--- config.mk ---
export PLATFORM = sky130hd
export DESIGN_NAME = channel_mixer_flat
export DESIGN_NICKNAME = d
export VERILOG_FILES = /design/src/rtl/channel_mixer_if.sv /design/src/rtl/channel_mixer.sv /design/src/flat_wrapper.sv
export SDC_FILE = /design/constraint.sdc
export NUM_CORES = 1
export LEC_CHECK = 0
export ABC_AREA = 1
export ABC_CLOCK_PERIOD_IN_PS = 7420
export BUFFER_PORTS_ARGS = -buffer_cell sky130_fd_sc_hd__buf_4
export CAP_MARGIN = 10
export CORE_MARGIN = 2
export CORE_UTILIZATION = 40
export CTS_BUF_LIST = sky130_fd_sc_hd__clkbuf_2 sky130_fd_sc_hd__clkbuf_4 sky130_fd_sc_hd__clkbuf_8
export DETAILED_ROUTE_END_ITERATION = 10
export PLACE_DENSITY_LB_ADDON = 0.05
export SYNTH_ARGS = -nofsm -noshare
export SYNTH_HDL_FRONTEND = slang
export SYNTH_SLANG_ARGS = --single-unit
--- constraint.sdc ---
create_clock -name clock -period 7.42 [get_ports clock]
set_clock_uncertainty 0.2 [all_clocks]
set_input_delay 1.484 -clock clock [delete_from_list [all_inputs] [get_ports clock]]
set_output_delay 1.484 -clock clock [all_outputs]
set_load 0.01 [all_outputs]
--- src/rtl/channel_mixer_if.sv ---
// Sample-in / mixed-sample-out handshake bundle for channel_mixer.
interface channel_mixer_if;
  logic               sample_valid;
  logic signed [15:0] sample_in;
  logic               channel_last;
  logic               out_valid;
  logic signed [15:0] out_sample;
  logic               out_ready;

  modport master (
    output sample_valid, sample_in, channel_last, out_ready,
    input  out_valid, out_sample
  );

  modport slave (
    input  sample_valid, sample_in, channel_last, out_ready,
    output out_valid, out_sample
  );
endinterface

--- src/rtl/channel_mixer.sv ---
// Sums one frame of channel samples, applies Q7 master volume, saturates to Q15.
// Optional CHANNEL_MIXER_PEAK_EN adds a peak-magnitude output port.
module channel_mixer #(
  parameter int CHANNELS = 16,
  parameter int ACC_W    = 16 + $clog2(CHANNELS)
) (
  input  logic               clock,
  input  logic               reset,
  channel_mixer_if.slave     mi,
  input  logic [7:0]         volume,
  output logic               clip,
  output logic               overrun,
  output logic               frame_err,
  input  logic               flag_clear
`ifdef CHANNEL_MIXER_PEAK_EN
  ,
  output logic [15:0]        peak
`endif
);

  localparam int CNT_W  = $clog2(CHANNELS + 1);
  localparam int PROD_W = ACC_W + 9;
  localparam logic signed [PROD_W-1:0] MAX_S = PROD_W'(32767);
  localparam logic signed [PROD_W-1:0] MIN_S = -PROD_W'(32768);

  typedef enum logic {ACCUM, SCALE} state_t;

  state_t                    state;
  logic signed [ACC_W-1:0]   acc;
  logic signed [ACC_W-1:0]   sum_reg;
  logic [CNT_W-1:0]          count;
  logic                      first;

  logic                      at_limit;
  logic                      take;
  logic                      close;
  logic                      extra;
  logic signed [ACC_W-1:0]   total;
  logic signed [PROD_W-1:0]  sum_x;
  logic signed [PROD_W-1:0]  vol_x;
  logic signed [PROD_W-1:0]  prod;
  logic signed [PROD_W-1:0]  scaled;
  logic                      sat;
  logic signed [15:0]        result;
  logic                      out_free;
  logic                      load;

  // A frame that has already hit CHANNELS samples only admits its closing sample.
  assign at_limit = (count == CNT_W'(CHANNELS));
  assign take     = mi.sample_valid && (!at_limit || mi.channel_last);
  assign close    = take && mi.channel_last;
  assign extra    = mi.sample_valid && at_limit && !mi.channel_last;
  assign total    = (first ? '0 : acc) + {{(ACC_W-16){mi.sample_in[15]}}, mi.sample_in};

  assign sum_x  = {{9{sum_reg[ACC_W-1]}}, sum_reg};
  assign vol_x  = {{(PROD_W-8){1'b0}}, volume};
  assign prod   = sum_x * vol_x;
  assign scaled = prod >>> 7;

  always_comb begin
    sat    = 1'b0;
    result = scaled[15:0];
    if (scaled > MAX_S) begin
      sat    = 1'b1;
      result = 16'sh7FFF;
    end else if (scaled < MIN_S) begin
      sat    = 1'b1;
      result = -16'sh8000;
    end
  end

  assign out_free = !mi.out_valid || mi.out_ready;
  assign load     = (state == SCALE) && out_free;

`ifdef CHANNEL_MIXER_PEAK_EN
  logic [15:0] res_abs;
  // Two's-complement negate of -32768 yields 0x8000, which reads as 32768 unsigned.
  assign res_abs = result[15] ? (~result + 16'd1) : result;
`endif

  always_ff @(posedge clock) begin
    if (reset) begin
      state         <= ACCUM;
      acc           <= '0;
      sum_reg       <= '0;
      count         <= '0;
      first         <= 1'b1;
      mi.out_valid  <= 1'b0;
      mi.out_sample <= '0;
      clip          <= 1'b0;
      overrun       <= 1'b0;
      frame_err     <= 1'b0;
`ifdef CHANNEL_MIXER_PEAK_EN
      peak          <= '0;
`endif
    end else begin
      if (take) begin
        acc   <= total;
        count <= close ? '0 : count + 1'b1;
        first <= close;
        if (close) sum_reg <= total;
      end
      // A closing sample during SCALE is fine: sum_reg was consumed this cycle.
      state <= close ? SCALE : ACCUM;

      if (load) begin
        mi.out_sample <= result;
        mi.out_valid  <= 1'b1;
      end else if (mi.out_valid && mi.out_ready) begin
        mi.out_valid  <= 1'b0;
      end

      clip      <= !flag_clear && (clip || ((state == SCALE) && sat));
      overrun   <= !flag_clear && (overrun || ((state == SCALE) && !out_free));
      frame_err <= !flag_clear && (frame_err || extra);
`ifdef CHANNEL_MIXER_PEAK_EN
      if (load) begin
        if (flag_clear || res_abs > peak) peak <= res_abs;
      end else if (flag_clear) begin
        peak <= '0;
      end
`endif
    end
  end

endmodule

--- src/flat_wrapper.sv ---
// flat-port wrapper written by rule: the top's interface ports become plain ports
module channel_mixer_flat 
#(
  parameter int CHANNELS = 16,
  parameter int ACC_W    = 16 + $clog2(CHANNELS)
)
  (clock, reset, volume, clip, overrun, frame_err, flag_clear, mi_sample_valid, mi_sample_in, mi_channel_last, mi_out_ready, mi_out_valid, mi_out_sample);
  channel_mixer_if mi_i ();
  input  logic clock;
  input  logic reset;
  input  logic [7:0] volume;
  output logic clip;
  output logic overrun;
  output logic frame_err;
  input  logic flag_clear;
  input wire logic [$bits(mi_i.sample_valid)-1:0] mi_sample_valid;
  input wire logic [$bits(mi_i.sample_in)-1:0] mi_sample_in;
  input wire logic [$bits(mi_i.channel_last)-1:0] mi_channel_last;
  input wire logic [$bits(mi_i.out_ready)-1:0] mi_out_ready;
  output wire logic [$bits(mi_i.out_valid)-1:0] mi_out_valid;
  output wire logic [$bits(mi_i.out_sample)-1:0] mi_out_sample;
  assign mi_i.sample_valid = mi_sample_valid;
  assign mi_i.sample_in = mi_sample_in;
  assign mi_i.channel_last = mi_channel_last;
  assign mi_i.out_ready = mi_out_ready;
  assign mi_out_valid = mi_i.out_valid;
  assign mi_out_sample = mi_i.out_sample;
  channel_mixer #(.CHANNELS(CHANNELS), .ACC_W(ACC_W)) u_core (.clock(clock), .reset(reset), .mi(mi_i), .volume(volume), .clip(clip), .overrun(overrun), .frame_err(frame_err), .flag_clear(flag_clear));
endmodule
==> After elaboration in Yosys (flattened, before gate mapping) <==
Index checks and enable logic that the tools add are counted.
{ "totals": {"word_cells": 48, "input_bits": 30, "register_bits": 67, "out_inout_bits": 20} }
{ "op_classes": {"multipliers": 1, "n_eq_ne": 1, "reduce_logical": 23, "muxes": 9, "order_cmp": 2, "add_sub_neg": 2} }
{ "ops": {"columns": ["op", "n"], "rows": [
  ["$mux W16", 2],
  ["$mul A20 B9 Y29", 1],
  ["$gt A22 B16 Y1 const B", 1],
  ["$lt A22 B16 Y1 const B", 1],
  ["$add A20 B20 Y20", 1],
  ["$mux W20", 1],
  ["$logic_and A1 B1 Y1", 11],
  ["$add A5 B1 Y5 const B", 1],
  ["$eq A5 B5 Y1 const B", 1],
  ["$logic_not A1 Y1", 5],
  ["$logic_or A1 B1 Y1", 5],
  ["$mux W1", 5],
  ["$mux W5", 1],
  ["$reduce_and A2 Y1", 1],
  ["$reduce_bool A2 Y1", 1]
]} }

==> Depth between registers and ports, before layout <==
Gate-level depths: netlist of the first run.
{ "depth": {"word_depth": 7, "ltp_mapped": 29, "mapped_depth_nobuf": 27} }

==> Worst setup path before layout of the first run <==
Ideal clock, no wire load.
{ "synth_path": {"kind": "input -> register", "start": "in volume[2]", "end": "reg u_core.mi.out_sample[12]", "stages": 24, "n_path_buf": 2, "slack_ps": 1090, "setup_ps": 117, "required_ps": 7103, "arrival_time_ps": 6013, "cell_sequence": "clkbuf_1 -> nand2_1 -> fa_1 -> inv_1 -> fa_1 -> inv_1 -> fa_1 -> fa_1 -> inv_1 -> ha_1 -> nand2_1 -> nor2_1 -> nand3_1 -> nor3b_1 -> nand2_1 -> nand3_1 -> nand2_1 -> nor2_1 -> nand4_1 -> nand2_1 -> nand2_2 -> buf_6 -> a21oi_1 -> nor2_1"} }
{ "synth_via": {"elab_chain_cells": 4, "elab_cells_between_ends": 5, "cone_classes": "mul: 1; order compare: 2; mux: 2"} }
{ "synth_lines": {"columns": ["item", "line", "rtl"], "rows": [
  ["start: declaration", "flat_wrapper.sv:11", "input logic [7:0] volume;"],
  ["$mul A20 B9 Y29 (*)", "channel_mixer.sv:57", "assign prod = sum_x * vol_x;"],
  ["$lt A22 B16 Y1", "channel_mixer.sv:66", "end else if (scaled < MIN_S) begin"],
  ["$mux W16", "channel_mixer.sv:66", null],
  ["$mux W16 (*)", "channel_mixer.sv:63", "if (scaled > MAX_S) begin"],
  ["end signal: assignment", "channel_mixer.sv:107", "mi.out_sample <= result;"],
  ["end: declaration", "channel_mixer_if.sv:17", "output out_valid, out_sample"]
]} }
Every way passes the cells marked *; elsewhere a longest branch is shown, timed or not.
A chain may end at the register's enable or synchronous reset.

==> Final worst setup path of the first run <==
{ "layout_path": {"start": "in volume[3]", "end": "reg u_core.clip"} }
{ "layout_via": {"elab_chain_cells": 7, "elab_cells_between_ends": 8, "cone_classes": "mul: 1; order compare: 2; mux: 2; reduce/logical: 3"} }
{ "layout_lines": {"columns": ["item", "line", "rtl"], "rows": [
  ["$mul A20 B9 Y29 (*)", "channel_mixer.sv:57", null],
  ["$lt A22 B16 Y1", "channel_mixer.sv:66", null],
  ["$mux W1", "channel_mixer.sv:66", null],
  ["$mux W1 (*)", "channel_mixer.sv:63", null],
  ["$logic_and A1 B1 Y1 (*)", "channel_mixer.sv:113", "clip <= !flag_clear && (clip || ((state == SCALE) && sat));"],
  ["$logic_or A1 B1 Y1 (*)", "channel_mixer.sv:113", null],
  ["$logic_and A1 B1 Y1 (*)", "channel_mixer.sv:113", null],
  ["end signal: assignment", "channel_mixer.sv:113", null],
  ["end: declaration", "channel_mixer.sv:11", "output logic clip,"]
]} }
Marks and branches as above.

==> impl_results.html, run 1 <==
<table>
<tr><th>Metric</th><th>Value</th></tr>
<tr><th colspan="2">Yosys</th></tr>
<tr><td>Part of the Yosys area used for sequential elements</td><td>0.138</td></tr>
<tr><td>Post-synthesis instance area</td><td>0.00969 mm²</td></tr>
<tr><td>Top-area cell type share of the netlist area</td><td>0.260</td></tr>
<tr><td>Count of mapped cells out of synthesis</td><td>1395</td></tr>
<tr><td>Cell taking the most area after synthesis</td><td>sky130_fd_sc_hd__fa_1</td></tr>
<tr><td>Synth warnings</td><td>0</td></tr>
<tr><td>Mean area per synthesized cell</td><td>6.95 µm²</td></tr>
<tr><td>Synthesized netlist net count</td><td>1626</td></tr>
<tr><td>Biggest area contributors in the synthesized netlist</td><td>sky130_fd_sc_hd__fa_1 (26%), sky130_fd_sc_hd__inv_1 (15%), sky130_fd_sc_hd__dfxtp_1 (14%), sky130_fd_sc_hd__nand2_1 (13%), sky130_fd_sc_hd__ha_1 (9.7%)</td></tr>
<tr><td>Flip-flop and latch count after synthesis</td><td>67</td></tr>
<tr><td>Unique cell type count in the Yosys netlist</td><td>36</td></tr>
<tr><th colspan="2">Power</th></tr>
<tr><td>VDD IR-drop max</td><td>0.0763 mV</td></tr>
<tr><td>Leakage dissipation</td><td>6.26 nW</td></tr>
<tr><td>Power Dens Cells</td><td>132 mW/mm²</td></tr>
<tr><th colspan="2">Worst setup path</th></tr>
<tr><td>Launching element type of the critical path</td><td>input pin</td></tr>
<tr><td>Worst path slowest cell</td><td>sky130_fd_sc_hd__fa_1</td></tr>
<tr><td>Top fanout value on the critical path</td><td>20</td></tr>
<tr><td>Critical path type</td><td>in -&gt; reg</td></tr>
<tr><td>Worst stage delay on the critical path</td><td>0.57 ns</td></tr>
<tr><td>CP required</td><td>7.48 ns</td></tr>
<tr><td>Register-to-register setup slack</td><td>1.82 ns</td></tr>
<tr><td>Category of the worst setup path capture point</td><td>flop</td></tr>
<tr><td>Endpoint arrival time on the critical path</td><td>6.54 ns</td></tr>
<tr><td>Most frequent cell on the critical path</td><td>sky130_fd_sc_hd__nand2_1</td></tr>
<tr><th colspan="2">Clock network</th></tr>
<tr><td>Inserted Clock Buffers</td><td>9</td></tr>
<tr><td>Root buf cell</td><td>sky130_fd_sc_hd__clkbuf_8</td></tr>
<tr><td>Resized Gates After CTS</td><td>0</td></tr>
<tr><td>Number of sinks on the clock net</td><td>67</td></tr>
<tr><td>Clock input transition at the sequential cells of the worst setup and hold paths</td><td>0.10 ns</td></tr>
<tr><td>Number of post-CTS setup repair buffers</td><td>0</td></tr>
<tr><td>Number of buffers added to fix hold violations after cts</td><td>0</td></tr>
<tr><td>CTS tree</td><td>built</td></tr>
<tr><td>H-tree Lvls</td><td>3</td></tr>
<tr><td>Worst-case clock buffer depth</td><td>2</td></tr>
<tr><td>Clock latency reported for the late side of the worst-skew pair</td><td>0.38 ns</td></tr>
<tr><th colspan="2">Placed design</th></tr>
<tr><td>Detailed-placement wirelength estimate</td><td>19.3 mm</td></tr>
<tr><td>Post-place instance area</td><td>0.0103 mm²</td></tr>
<tr><td>Count of input and output buffers</td><td>49</td></tr>
<tr><td>Gpl congestion</td><td>0.867</td></tr>
<tr><th colspan="2">Route</th></tr>
<tr><td>Pre-antenna DRT Iters</td><td>5</td></tr>
<tr><td>Per-cell via count in the routed design</td><td>4.67</td></tr>
<tr><td>Detailed-route wire length per cell</td><td>13.6 µm</td></tr>
<tr><td>Initial DRC count</td><td>400</td></tr>
<tr><td>Number of design rule violations left after detail routing</td><td>0</td></tr>
<tr><td>Final Routed Wirelength</td><td>23.6 mm</td></tr>
<tr><td>Antenna-violating nets left</td><td>0</td></tr>
<tr><td>Vias</td><td>8086</td></tr>
<tr><th colspan="2">Min path</th></tr>
<tr><td>Class of the most critical hold timing path</td><td>reg -&gt; reg</td></tr>
<tr><th colspan="2">Global route</th></tr>
<tr><td>Remaining global-route overflow</td><td>0</td></tr>
<tr><td>Number of global-route vias before repair</td><td>8108</td></tr>
<tr><td>Largest net degree at the start of global routing</td><td>29</td></tr>
<tr><td>Overall routing resource usage</td><td>0.197</td></tr>
<tr><td>Antenna violations before repair</td><td>0</td></tr>
<tr><td>First-pass GRT wire length</td><td>40.6 mm</td></tr>
<tr><th colspan="2">Floorplanning</th></tr>
<tr><td>Die width</td><td>160 µm</td></tr>
<tr><td>Initial Util</td><td>0.411</td></tr>
<tr><td>Core area</td><td>0.0236 mm²</td></tr>
<tr><td>Num ports</td><td>50</td></tr>
<tr><td>Die footprint</td><td>0.0255 mm²</td></tr>
<tr><td>Cell Rows</td><td>56</td></tr>
<tr><td>Die Y</td><td>160 µm</td></tr>
<tr><th colspan="2">Cells and area</th></tr>
<tr><td>Final-stage net count</td><td>1638</td></tr>
<tr><td>Total inserted antenna cells</td><td>0</td></tr>
<tr><td>Fin util</td><td>0.443</td></tr>
<tr><td>Share of cells above drive strength 1</td><td>0.0602</td></tr>
<tr><td>Design area</td><td>0.0105 mm²</td></tr>
<tr><td>Growth of design area from synthesis to finish</td><td>7.95%</td></tr>
<tr><th colspan="2">Timing</th></tr>
<tr><td>Number of failing setup endpoints in the final timing report</td><td>0</td></tr>
<tr><td>Shortest clock period the worst path allows after layout</td><td>6.48 ns</td></tr>
<tr><td>Number of slew-limit violations in the final report</td><td>0</td></tr>
<tr><td>Final hold violation count</td><td>0</td></tr>
<tr><td>RSZ-0062 raised after global routing</td><td>false</td></tr>
<tr><td>Final TNS setup</td><td>0 ns</td></tr>
<tr><td>Final clock period utilization by the worst path</td><td>0.874</td></tr>
<tr><td>Relative slew slack</td><td>0.413</td></tr>
<tr><td>Fmax</td><td>154 MHz</td></tr>
<tr><td>Actual slew at the worst max-slew pin</td><td>0.875 ns</td></tr>
<tr><th colspan="2">Job</th></tr>
<tr><td>Count of max-cap constraint violations</td><td>0</td></tr>
<tr><th colspan="2">Status</th></tr>
<tr><td>Run status</td><td>complete, no violations</td></tr>
</table>
==> report_power, final <==
part | switching [W] | total (W) | internal (W)
Sequential | 0.0000276 | 0.000410 | 0.000383
Clock | 0.000195 | 0.000330 | 0.000135
Combinational | 0.000408 | 0.000644 | 0.000236
Total | 0.000631 | 0.00138 | 0.000754
==> worst paths after layout <==
path	cells past startpoint	startpoint	end
setup / recovery	25	volume[3]	u_core.clip
hold / removal	2	u_core.acc[0]	u_core.acc[0]
hold reg to reg	2	u_core.acc[0]	u_core.acc[0]
setup reg to reg	24	u_core.sum_reg[19]	u_core.clip
==> worst max-delay path: cells and delay by family <==
kind	cells	cell delay, ns
AOI/OAI and AO/OA	2	0.44
adders and majority gates	5	2.54
buffers and inverters	6	0.53
and+or+nand+nor	12	1.55
==> cell families (layout without fill, tap and decap cells) <==
family / count (synthesis) / in the layout / synth area share
AND/OR/NAND/NOR: 486 / 486 / 0.202
flip-flops: 67 / 67 / 0.138
AO/OA/AOI/OAI: 163 / 163 / 0.0941
buffers and inverters: 439 / 456 / 0.173
XOR/XNOR: 39 / 39 / 0.0352
adder cells (fa/ha/maj): 201 / 201 / 0.357
==> layout by cell type, fill, tap and decap left out, drive strengths merged <==
master / instances
a21boi: 2
a21o: 6
a21oi: 75
a22o: 7
a31oi: 5
and2: 1
and3: 1
buf: 53
clkbuf: 9
clkinv: 2
dfxtp: 67
fa: 126
ha: 75
inv: 392
nand2: 353
nand3: 30
nand4: 10
nor2: 78
nor3: 9
nor3b: 2
o211ai: 8
o21a: 1
o21ai: 55
o21bai: 3
o31ai: 1
or2: 2
xnor2: 17
xor2: 22
==> per-stage QoR <==
| step | power (W) | cells | hold slack [ns] | setup slack (ns) |
|---|---|---|---|---|
| global placement | 0.00107 | 1715 | 0.243 | 0.558 |
| global route | 0.00152 | 1731 | 0.292 | 0.553 |
| floorplan | 0.000904 | 1395 | 0.231 | 1.09 |
| detailed placement | 0.00107 | 1715 | 0.251 | 0.524 |
| CTS | 0.00141 | 1731 | 0.266 | 0.922 |
| finish | 0.00138 | 1731 | 0.262 | 0.937 |
==> routing by layer <==
layer / GRT usage / up-vias / share of wire / wire length (µm)
met1: 0.273 / 3811 / 0.48 / 11400
met2: 0.333 / 129 / 0.47 / 11100
met4: 0.0442 / 0 / 0.014 / 337
met5: 0 / - / 0 / 0
met3: 0.0208 / 15 / 0.034 / 812
li1: - / 4131 / - / -
==> cell usage after synthesis <==
cell type                  instances
sky130_fd_sc_hd__ha_1             75
sky130_fd_sc_hd__o31ai_1           1
sky130_fd_sc_hd__o21bai_1          3
sky130_fd_sc_hd__nand2_2           9
sky130_fd_sc_hd__clkinv_1          1
sky130_fd_sc_hd__a31oi_1           5
sky130_fd_sc_hd__nor3b_1           2
sky130_fd_sc_hd__nand2_4           1
sky130_fd_sc_hd__xor2_1           22
sky130_fd_sc_hd__or2_2             2
sky130_fd_sc_hd__inv_1           385
sky130_fd_sc_hd__nand4_1          10
sky130_fd_sc_hd__a21o_1            6
sky130_fd_sc_hd__inv_2             1
sky130_fd_sc_hd__clkbuf_1         46
sky130_fd_sc_hd__xnor2_1          17
sky130_fd_sc_hd__nor3_1            9
sky130_fd_sc_hd__o21ai_4           1
sky130_fd_sc_hd__dfxtp_1          67
sky130_fd_sc_hd__fa_1            126
sky130_fd_sc_hd__o21ai_0          54
sky130_fd_sc_hd__nand3_1          29
sky130_fd_sc_hd__nand2_1         343
sky130_fd_sc_hd__o21a_1            1
sky130_fd_sc_hd__a21boi_0          2
sky130_fd_sc_hd__o211ai_1          8
sky130_fd_sc_hd__and3_1            1
sky130_fd_sc_hd__a21oi_1          75
sky130_fd_sc_hd__nor2_4            1
sky130_fd_sc_hd__and2_1            1
sky130_fd_sc_hd__buf_6             3
sky130_fd_sc_hd__a22o_1            7
sky130_fd_sc_hd__buf_4             2
sky130_fd_sc_hd__nor2_1           77
sky130_fd_sc_hd__nand3_2           1
sky130_fd_sc_hd__buf_2             1
==> cell type report <==
class / count / area [µm²]
inverters: 387 / 1450
clock inverters: 7 / 76.3
well taps: 319 / 399
flip-flops and latches: 67 / 1340
repair buffers: 53 / 398
clock buffers: 9 / 124
fillers: 2554 / 13100
multi-input cells: 889 / 6670
Note: power is estimated with default switching activity, not from simulation.
==> inputs of run 2 (changes only) <==
- ABC_CLOCK_PERIOD_IN_PS: 7420 -> 6500
- clock period: 7.42 -> 6.5 ns (I/O delays scaled with it)
==> run 2 against run 1 <==
Against the previous run:
- combinational power increased by 16%
- via count grew 0.23%
- total power rose by 21%
- critical path type unchanged
- global-route usage is 0.23 points lower
- largest power group unchanged
- critical endpoint is now u_core.mi.out_sample[3]
==> impl_results.html, run 2 (synthesis gave the netlist of run 1 again) <==
<table>
<tr><th>Metric</th><th>Value</th></tr>
<tr><th colspan="2">Status</th></tr>
<tr><td>Run status</td><td>complete, no violations</td></tr>
<tr><th colspan="2">Timing</th></tr>
<tr><td>Number of failing setup endpoints in the final timing report</td><td>0 (unchanged)</td></tr>
<tr><td>Shortest clock period the worst path allows after layout</td><td>6.07 ns</td></tr>
<tr><td>Smallest hold slack</td><td>0.251 ns (-0.0103 ns)</td></tr>
<tr><td>Relative slew slack</td><td>0.451 (+0.0385)</td></tr>
<tr><td>RSZ-0062 raised after global routing</td><td>false</td></tr>
<tr><td>Actual slew at the worst max-slew pin</td><td>0.818 ns (-0.0574 ns)</td></tr>
<tr><td>Fmax</td><td>165 MHz</td></tr>
<tr><td>Final clock period utilization by the worst path</td><td>0.933</td></tr>
<tr><td>Number of slew-limit violations in the final report</td><td>0 (unchanged)</td></tr>
<tr><td>Final hold violation count</td><td>0 (unchanged)</td></tr>
<tr><th colspan="2">Global route</th></tr>
<tr><td>Overall routing resource usage</td><td>0.195 (-0.00233)</td></tr>
<tr><td>Global-route layer with the greatest usage</td><td>met2</td></tr>
<tr><td>Global-route track usage on met1</td><td>0.266 (-0.00660)</td></tr>
<tr><td>Global Route met2 Usage</td><td>0.325 (-0.00767)</td></tr>
<tr><td>Remaining global-route overflow</td><td>0 (unchanged)</td></tr>
<tr><td>First-pass GRT wire length</td><td>40.4 mm (-0.69%)</td></tr>
<tr><td>Antenna violations before repair</td><td>0 (unchanged)</td></tr>
<tr><td>Met3 Track Usage GR</td><td>0.0255 (+0.00468)</td></tr>
<tr><td>Number of global-route vias before repair</td><td>8144 (+0.44%)</td></tr>
<tr><td>Largest net degree at the start of global routing</td><td>29 (unchanged)</td></tr>
<tr><th colspan="2">Cells and area</th></tr>
<tr><td>Total of fill cells in the finished design</td><td>2561 (+0.27%)</td></tr>
<tr><td>Growth of design area from synthesis to finish</td><td>9.10%</td></tr>
<tr><td>Share of cells above drive strength 1</td><td>0.0655 (+0.00534)</td></tr>
<tr><td>Final-stage net count</td><td>1645 (+0.43%)</td></tr>
<tr><td>Most common library cell in the layout ignoring fill and taps</td><td>sky130_fd_sc_hd__inv_1</td></tr>
<tr><td>Most frequent cells in the layout</td><td>sky130_fd_sc_hd__inv_1 (385), sky130_fd_sc_hd__nand2_1 (343), sky130_fd_sc_hd__fa_1 (126)</td></tr>
<tr><td>Total inserted antenna cells</td><td>0 (unchanged)</td></tr>
<tr><th colspan="2">Power</th></tr>
<tr><td>VDD IR-drop max</td><td>0.110 mV (+44%)</td></tr>
<tr><td>Power Dens Cells</td><td>159 mW/mm² (+20%)</td></tr>
<tr><td>Leakage dissipation</td><td>6.33 nW (+1.1%)</td></tr>
<tr><td>Final total power</td><td>0.00168 W (+21%)</td></tr>
<tr><th colspan="2">Clock network</th></tr>
<tr><td>Clock input transition at the sequential cells of the worst setup and hold paths</td><td>0.09 ns (about the same)</td></tr>
<tr><td>CTS tree</td><td>built</td></tr>
<tr><td>Worst-case clock buffer depth</td><td>2 (unchanged)</td></tr>
<tr><td>Clock latency reported for the late side of the worst-skew pair</td><td>0.37 ns (about the same)</td></tr>
<tr><td>Inserted Clock Buffers</td><td>9 (unchanged)</td></tr>
<tr><td>Number of sinks on the clock net</td><td>67 (unchanged)</td></tr>
<tr><td>H-tree Lvls</td><td>3 (unchanged)</td></tr>
<tr><td>Root buf cell</td><td>sky130_fd_sc_hd__clkbuf_8</td></tr>
<tr><th colspan="2">Route</th></tr>
<tr><td>Antenna-violating nets left</td><td>0 (unchanged)</td></tr>
<tr><td>Initial DRC count</td><td>474 (+19%)</td></tr>
<tr><td>Final Routed Wirelength</td><td>23.1 mm (-2.1%)</td></tr>
<tr><td>Vias</td><td>8105 (+0.23%)</td></tr>
<tr><td>Per-cell via count in the routed design</td><td>4.66 (-0.17%)</td></tr>
<tr><td>Detailed-route wire length per cell</td><td>13.3 µm (-2.5%)</td></tr>
<tr><td>Number of design rule violations left after detail routing</td><td>0 (unchanged)</td></tr>
<tr><td>Pre-antenna DRT Iters</td><td>5 (unchanged)</td></tr>
<tr><th colspan="2">Job</th></tr>
<tr><td>Count of max-cap constraint violations</td><td>0 (unchanged)</td></tr>
<tr><th colspan="2">Worst setup path</th></tr>
<tr><td>Worst path slowest cell</td><td>sky130_fd_sc_hd__fa_1</td></tr>
<tr><td>Launching element type of the critical path</td><td>input pin</td></tr>
<tr><td>Most frequent cell on the critical path</td><td>sky130_fd_sc_hd__nand2_1</td></tr>
<tr><td>CP cell instances</td><td>buf_4, nand2_1, fa_1, inv_1, fa_1, inv_1, fa_1, fa_1, inv_1, ha_1, nand2_1, nor2_1, nand3_1, nor3b_1, nand2_1, nand3_1, nand2_1, nor2_1, nand4_1, nand2_1, nand2_4, a21oi_1, nor2_1</td></tr>
<tr><td>CP required</td><td>6.57 ns (-0.91 ns)</td></tr>
<tr><td>Top fanout value on the critical path</td><td>19 (-5.0%)</td></tr>
<tr><td>Category of the worst setup path capture point</td><td>flop</td></tr>
<tr><td>Critical path type</td><td>in -&gt; reg</td></tr>
<tr><td>Worst stage delay on the critical path</td><td>0.62 ns (+0.05 ns)</td></tr>
<tr><td>Endpoint arrival time on the critical path</td><td>6.13 ns (-0.41 ns)</td></tr>
<tr><th colspan="2">Floorplanning</th></tr>
<tr><td>Die Y</td><td>160 µm (unchanged)</td></tr>
<tr><td>Die footprint</td><td>0.0255 mm² (unchanged)</td></tr>
<tr><td>Cell Rows</td><td>56 (unchanged)</td></tr>
<tr><td>Num ports</td><td>50 (unchanged)</td></tr>
<tr><td>Core area</td><td>0.0236 mm² (unchanged)</td></tr>
<tr><td>Initial Util</td><td>0.411 (unchanged)</td></tr>
<tr><td>Die width</td><td>160 µm (unchanged)</td></tr>
<tr><th colspan="2">Min path</th></tr>
<tr><td>Class of the most critical hold timing path</td><td>reg -&gt; reg</td></tr>
<tr><th colspan="2">Placed design</th></tr>
<tr><td>Detailed-placement wirelength estimate</td><td>19.2 mm (-0.87%)</td></tr>
<tr><td>Count of input and output buffers</td><td>49 (unchanged)</td></tr>
<tr><td>Gpl congestion</td><td>0.926 (+6.8%)</td></tr>
</table>
==> run 2: cell types whose count changed in the layout (fill, tap and decap cells not counted), sizes merged <==
cell	change
inv	-6
bufinv	+3
buf	+7
clkbuf	+1
clkinv	+2
==> run 2: area by class of cell <==
type	instances	area, µm²	area share
sequential	67	1340	0.127
multi-input combinational	889	6680	0.632
tap	319	399	0.0377
clock inverter	6	113	0.0106
clock buffer	10	138	0.0130
inverter	387	1450	0.137
timing repair buffer	60	450	0.0426
==> run 2: repair_timing <==
item / in CTS / in global routing
setup endpoints to repair: 0 / 15
hold buffers: 0 / 0
setup buffers: 0 / 0
resized for setup: 0 / 2
==> run 2: worst max-delay path: cells and delay by family <==
kind	cells	cell delay (ns)
AO/OA/AOI/OAI	1	0.19
adder cells (fa/ha/maj)	5	2.64
AND/OR/NAND/NOR	13	1.48
buffers and inverters	4	0.52
==> run 2: worst paths after layout <==
check,end,cells after the start,start,slack (ns)
min,u_core.overrun,2,u_core.overrun,0.25
max,u_core.mi.out_sample[3],23,volume[0],0.43
min reg2reg,u_core.overrun,2,u_core.overrun,0.25
max reg2reg,u_core.mi.out_sample[3],22,u_core.sum_reg[19],1.03
==> run 2: report_power, final <==
part,switching [W],internal [W],leakage [nW]
Sequential,0.0000303,0.000437,0.550
Combinational,0.000469,0.000276,5.65
Clock,0.000201,0.000266,0.126
==> run 2: layer usage <==
| layer | up-vias | wire, µm |
|---|---|---|
| met5 | - | 0 |
| met3 | 25 | 954 |
| met2 | 140 | 10700 |
| met1 | 3804 | 10900 |
| li1 | 4136 | - |
| met4 | 0 | 458 |
==> run 2: stage by stage <==
| stage | cell area (µm²) | worst slack, ns | utilization | setup TNS (ns) | cells |
|---|---|---|---|---|---|
| 4_1_cts | 10600 | 0.382 | 0.447 | 0 | 1738 |
| 3_3_place_gp | 10300 | 0.0892 | 0.437 | 0 | 1722 |
| 3_5_place_dp | 10300 | -0.0111 | 0.437 | -0.0232 | 1722 |
| 6_report | 10600 | 0.433 | 0.448 | 0 | 1738 |
| 2_1_floorplan | 9690 | 0.354 | - | 0 | 1395 |
| 5_1_grt | 10600 | 0.0135 | 0.448 | 0 | 1738 |
==> inputs of run 3 (changes only) <==
- ABC_AREA: 1 -> 0
==> run 3 against run 2 <==
Against the previous run:
- area after synthesis shrank 8.0%
- clock power down 21%
- combinational power up 4.6%
- routed wire length fell by 4.6%
- core utilization is 2.4 points higher
- non-clock buffer count rose by 68
- total power down 3.7%
==> impl_results.html, run 3 <==
<table>
<tr><th>Metric</th><th>Value</th></tr>
<tr><th colspan="2">Worst setup path</th></tr>
<tr><td>Critical path type</td><td>in -&gt; reg</td></tr>
<tr><td>Worst path slowest cell</td><td>sky130_fd_sc_hd__fa_1</td></tr>
<tr><td>Startpoint of the worst register-to-register path</td><td>u_core.sum_reg[5]</td></tr>
<tr><td>Most frequent cell on the critical path</td><td>sky130_fd_sc_hd__fa_1</td></tr>
<tr><td>End of the worst register-to-register path</td><td>u_core.clip</td></tr>
<tr><td>Register-to-register setup slack</td><td>0.73 ns (-0.30 ns)</td></tr>
<tr><td>Endpoint arrival time on the critical path</td><td>6.34 ns (+0.21 ns)</td></tr>
<tr><td>CP required</td><td>6.54 ns (-0.03 ns)</td></tr>
<tr><td>Worst stage delay on the critical path</td><td>0.55 ns (-0.07 ns)</td></tr>
<tr><td>Launching element type of the critical path</td><td>input pin</td></tr>
<tr><td>Category of the worst setup path capture point</td><td>flop</td></tr>
<tr><td>CP cell instances</td><td>buf_4, and2_1, fa_1, fa_1, fa_1, inv_1, fa_1, inv_1, ha_1, a211oi_2, nor2_1, nor4_2, a221o_1, nand3_2, and4_4, o21ba_2, o211a_2, o21ai_1, a21oi_1</td></tr>
<tr><td>Cell depth of the worst flop-to-flop path</td><td>19 (-14%)</td></tr>
<tr><td>Top fanout value on the critical path</td><td>12 (-7)</td></tr>
<tr><th colspan="2">Clock network</th></tr>
<tr><td>Inserted Clock Buffers</td><td>9 (unchanged)</td></tr>
<tr><td>Number of buffers added to fix hold violations after cts</td><td>0 (unchanged)</td></tr>
<tr><td>Clock input transition at the sequential cells of the worst setup and hold paths</td><td>0.09 ns (about the same)</td></tr>
<tr><td>Worst-case clock buffer depth</td><td>2 (unchanged)</td></tr>
<tr><td>CTS tree</td><td>built</td></tr>
<tr><td>Root buf cell</td><td>sky130_fd_sc_hd__clkbuf_8</td></tr>
<tr><td>Number of sinks on the clock net</td><td>67 (unchanged)</td></tr>
<tr><td>H-tree Lvls</td><td>3 (unchanged)</td></tr>
<tr><td>Clock latency reported for the late side of the worst-skew pair</td><td>0.35 ns (-0.02 ns)</td></tr>
<tr><th colspan="2">Global route</th></tr>
<tr><td>Remaining global-route overflow</td><td>0 (unchanged)</td></tr>
<tr><td>Largest net degree at the start of global routing</td><td>31 (+6.9%)</td></tr>
<tr><td>Antenna violations before repair</td><td>0 (unchanged)</td></tr>
<tr><td>Overall routing resource usage</td><td>0.200 (+0.00500)</td></tr>
<tr><td>Number of global-route vias before repair</td><td>7473 (-8.2%)</td></tr>
<tr><td>First-pass GRT wire length</td><td>38.1 mm (-5.7%)</td></tr>
<tr><th colspan="2">Timing</th></tr>
<tr><td>Smallest hold slack</td><td>0.251 ns (-0.000284 ns)</td></tr>
<tr><td>Actual slew at the worst max-slew pin</td><td>0.997 ns (+0.179 ns)</td></tr>
<tr><td>Relative slew slack</td><td>0.335 (-0.116)</td></tr>
<tr><td>Shortest clock period the worst path allows after layout</td><td>6.30 ns (+0.233 ns)</td></tr>
<tr><td>Final TNS setup</td><td>0 ns (unchanged)</td></tr>
<tr><td>Final hold violation count</td><td>0 (unchanged)</td></tr>
<tr><td>Final clock period utilization by the worst path</td><td>0.969 (+0.0359)</td></tr>
<tr><td>Number of failing setup endpoints in the final timing report</td><td>0 (unchanged)</td></tr>
<tr><td>Fmax</td><td>159 MHz (-3.7%)</td></tr>
<tr><td>Number of slew-limit violations in the final report</td><td>0 (unchanged)</td></tr>
<tr><th colspan="2">Cells and area</th></tr>
<tr><td>Final-stage net count</td><td>1383 (-16%)</td></tr>
<tr><td>Growth of design area from synthesis to finish</td><td>15.7%</td></tr>
<tr><td>Total inserted antenna cells</td><td>0 (unchanged)</td></tr>
<tr><td>Share of cells above drive strength 1</td><td>0.146 (+0.0805)</td></tr>
<tr><td>Design area</td><td>0.0103 mm² (-2.3%)</td></tr>
<tr><td>Total of fill cells in the finished design</td><td>2217 (-13%)</td></tr>
<tr><td>Most frequent cells in the layout</td><td>sky130_fd_sc_hd__inv_1 (191), sky130_fd_sc_hd__nand2_1 (128), sky130_fd_sc_hd__buf_4 (127)</td></tr>
<tr><td>Number of non-filler instances in the completed layout</td><td>1437 (-17%)</td></tr>
<tr><td>Most common library cell in the layout ignoring fill and taps</td><td>sky130_fd_sc_hd__inv_1</td></tr>
<tr><th colspan="2">Yosys</th></tr>
<tr><td>Dominant synthesized flop cell</td><td>sky130_fd_sc_hd__dfxtp_1</td></tr>
<tr><td>EDFF count, synth</td><td>0 (unchanged)</td></tr>
<tr><td>Mean area per synthesized cell</td><td>8.43 µm² (+21%)</td></tr>
<tr><td>Flip-flop and latch count after synthesis</td><td>67 (unchanged)</td></tr>
<tr><td>Synth warnings</td><td>0 (unchanged)</td></tr>
<tr><td>Post-synthesis instance area</td><td>0.00892 mm² (-8.0%)</td></tr>
<tr><td>Top-area cell type share of the netlist area</td><td>0.283 (+0.0225)</td></tr>
<tr><td>Unique cell type count in the Yosys netlist</td><td>62 (+72%)</td></tr>
<tr><td>Post-synth top cells</td><td>sky130_fd_sc_hd__inv_1 (191), sky130_fd_sc_hd__nand2_1 (128), sky130_fd_sc_hd__fa_1 (126)</td></tr>
<tr><td>Synthesized netlist net count</td><td>1290 (-21%)</td></tr>
<tr><td>Biggest area contributors in the synthesized netlist</td><td>sky130_fd_sc_hd__fa_1 (28%), sky130_fd_sc_hd__dfxtp_1 (15%), sky130_fd_sc_hd__ha_1 (11%), sky130_fd_sc_hd__inv_1 (8.0%), sky130_fd_sc_hd__and2_1 (6.0%)</td></tr>
<tr><td>Cell taking the most area after synthesis</td><td>sky130_fd_sc_hd__fa_1</td></tr>
<tr><td>Most numerous cell in the Yosys netlist</td><td>sky130_fd_sc_hd__inv_1</td></tr>
<tr><td>Part of the Yosys area used for sequential elements</td><td>0.150 (+0.0120)</td></tr>
<tr><td>Count of mapped cells out of synthesis</td><td>1059 (-24%)</td></tr>
<tr><td>Share of async-settable or async-resettable flops after synthesis</td><td>0 (unchanged)</td></tr>
<tr><th colspan="2">Placed design</th></tr>
<tr><td>Count of input and output buffers</td><td>49 (unchanged)</td></tr>
<tr><td>Gpl congestion</td><td>0.788 (-15%)</td></tr>
<tr><td>Post-place instance area</td><td>0.0100 mm² (-2.8%)</td></tr>
<tr><td>Detailed-placement wirelength estimate</td><td>18.2 mm (-4.9%)</td></tr>
<tr><td>Number of placed instances with taps included</td><td>1417 (-18%)</td></tr>
<tr><th colspan="2">Power</th></tr>
<tr><td>Leakage dissipation</td><td>5.32 nW (-16%)</td></tr>
<tr><td>Power dissipated by switching net loads</td><td>0.000644 W (-8.0%)</td></tr>
<tr><td>Part of the total power dissipated in sequential elements</td><td>0.291 (+0.013)</td></tr>
<tr><td>Power Dens Cells</td><td>157 mW/mm² (-1.4%)</td></tr>
<tr><td>Sw Share</td><td>0.398 (-0.0189)</td></tr>
<tr><td>Logic gate share of total power</td><td>0.481 (+0.037)</td></tr>
<tr><td>Cell internal power dissipation</td><td>0.000974 W (-0.55%)</td></tr>
<tr><td>Final total power</td><td>0.00162 W (-3.7%)</td></tr>
<tr><td>VDD IR-drop max</td><td>0.104 mV (-5.6%)</td></tr>
<tr><td>Part of the total power dissipated in the clock network</td><td>0.228 (-0.050)</td></tr>
<tr><th colspan="2">Floorplanning</th></tr>
<tr><td>Num ports</td><td>50 (unchanged)</td></tr>
<tr><td>Die Y</td><td>153 µm (-4.0%)</td></tr>
<tr><td>Die width</td><td>153 µm (-4.0%)</td></tr>
<tr><td>Die footprint</td><td>0.0235 mm² (-7.8%)</td></tr>
<tr><td>Core area</td><td>0.0219 mm² (-7.3%)</td></tr>
<tr><td>Cell Rows</td><td>54 (-3.6%)</td></tr>
<tr><td>Initial Util</td><td>0.408 (-0.00292)</td></tr>
<tr><th colspan="2">Route</th></tr>
<tr><td>Vias</td><td>7094 (-12%)</td></tr>
<tr><td>Final Routed Wirelength</td><td>22.1 mm (-4.6%)</td></tr>
<tr><td>Antenna-violating nets left</td><td>0 (unchanged)</td></tr>
<tr><td>Pre-antenna DRT Iters</td><td>7 (+2)</td></tr>
<tr><td>Per-cell via count in the routed design</td><td>4.94 (+5.9%)</td></tr>
<tr><td>Initial DRC count</td><td>267 (-44%)</td></tr>
<tr><td>Number of design rule violations left after detail routing</td><td>0 (unchanged)</td></tr>
<tr><td>Detailed-route wire length per cell</td><td>15.3 µm (+15%)</td></tr>
<tr><th colspan="2">Min path</th></tr>
<tr><td>Endpoint of the worst hold-timing path</td><td>u_core.acc[8]</td></tr>
<tr><td>Start point of the worst hold path</td><td>u_core.acc[8]</td></tr>
<tr><td>Cells on Worst Hold Path</td><td>2 (unchanged)</td></tr>
<tr><td>Class of the most critical hold timing path</td><td>reg -&gt; reg</td></tr>
<tr><th colspan="2">Job</th></tr>
<tr><td>Count of max-cap constraint violations</td><td>0 (unchanged)</td></tr>
<tr><th colspan="2">Status</th></tr>
<tr><td>Run status</td><td>complete, no violations</td></tr>
</table>
-- run 3: cell count changes after synthesis, moves of 15 or more --
| cell | previous run | this run |
|---|---|---|
| sky130_fd_sc_hd__and2_1 | 1 | 85 |
| sky130_fd_sc_hd__nor2_1 | 77 | 31 |
| sky130_fd_sc_hd__nand3_1 | 29 | 14 |
| sky130_fd_sc_hd__inv_1 | 385 | 191 |
| sky130_fd_sc_hd__a21oi_1 | 75 | 58 |
| sky130_fd_sc_hd__nor2b_1 | 0 | 22 |
| sky130_fd_sc_hd__nand2_1 | 343 | 128 |
-- run 3: layout make-up --
class / count / area (µm²) / area share
Timing Repair Buffer: 128 / 973 / 0.0943
Tap cell: 280 / 350 / 0.0339
Clock inverter: 7 / 82.6 / 0.00800
Multi-Input combinational cell: 755 / 6740 / 0.653
Clock buffer: 9 / 124 / 0.0120
Inverter: 191 / 717 / 0.0694
Sequential cell: 67 / 1340 / 0.130
-- run 3: power by group through the flow --
stage / clock (W) / sequential (W) / combinational (W)
after floorplan: 0 / 0.000460 / 0.000495
after global placement: 0 / 0.000480 / 0.000767
after detailed placement: 0 / 0.000480 / 0.000761
after CTS: 0.000384 / 0.000471 / 0.000771
after global routing: 0.000402 / 0.000475 / 0.000892
final: 0.000369 / 0.000470 / 0.000779
-- run 3: stage by stage --
stage                     setup WS [ns]   util
final                             0.200  0.472
after global routing            -0.0239  0.472
after CTS                        0.0118  0.467
after detailed placement         -0.320  0.458
after global placement           -0.261  0.458
after floorplan                  0.0271      -
-- run 3: cell families after synthesis --
kind of cell,synth area share
flops,0.150
mux,0.00112
buf+inv,0.102
compound gates,0.126
simple gates,0.191
fa+ha+maj,0.388
xor+xnor,0.0422
-- run 3: timing repair --
| action | in CTS | in global routing |
|---|---|---|
| setup buffers | 0 | 3 |
| resized for setup | 0 | 13 |
| endpoints found under the setup margin | 0 | 17 |
-- run 3: worst max-delay path by stage --
stage               from                  endpoint  slack (ns)  cells past startpoint
3_5_place_dp   volume[5]   u_core.mi.out_sample[3]       -0.32                     19
3_3_place_gp   volume[5]  u_core.mi.out_sample[12]       -0.26                     19
6_report       volume[5]  u_core.mi.out_sample[12]        0.20                     19
4_1_cts        volume[5]  u_core.mi.out_sample[14]        0.01                     19
5_1_grt        volume[5]  u_core.mi.out_sample[12]       -0.02                     19
2_1_floorplan  volume[1]   u_core.mi.out_sample[2]        0.03                     22
-- run 3: critical path, delay by kind of cell --
kind            cells  cell delay [ns]
simple gates        5             0.92
compound gates      6             1.44
buf+inv             3             0.25
fa+ha+maj           5             2.41
-- run 3: metal layers --
layer	global-route usage	routed length, µm	vias to the layer above
met5	0	0	-
met4	0.0288	157	0
met3	0.0167	496	16
met2	0.338	10400	88
met1	0.287	11000	3447
li1	-	-	3543
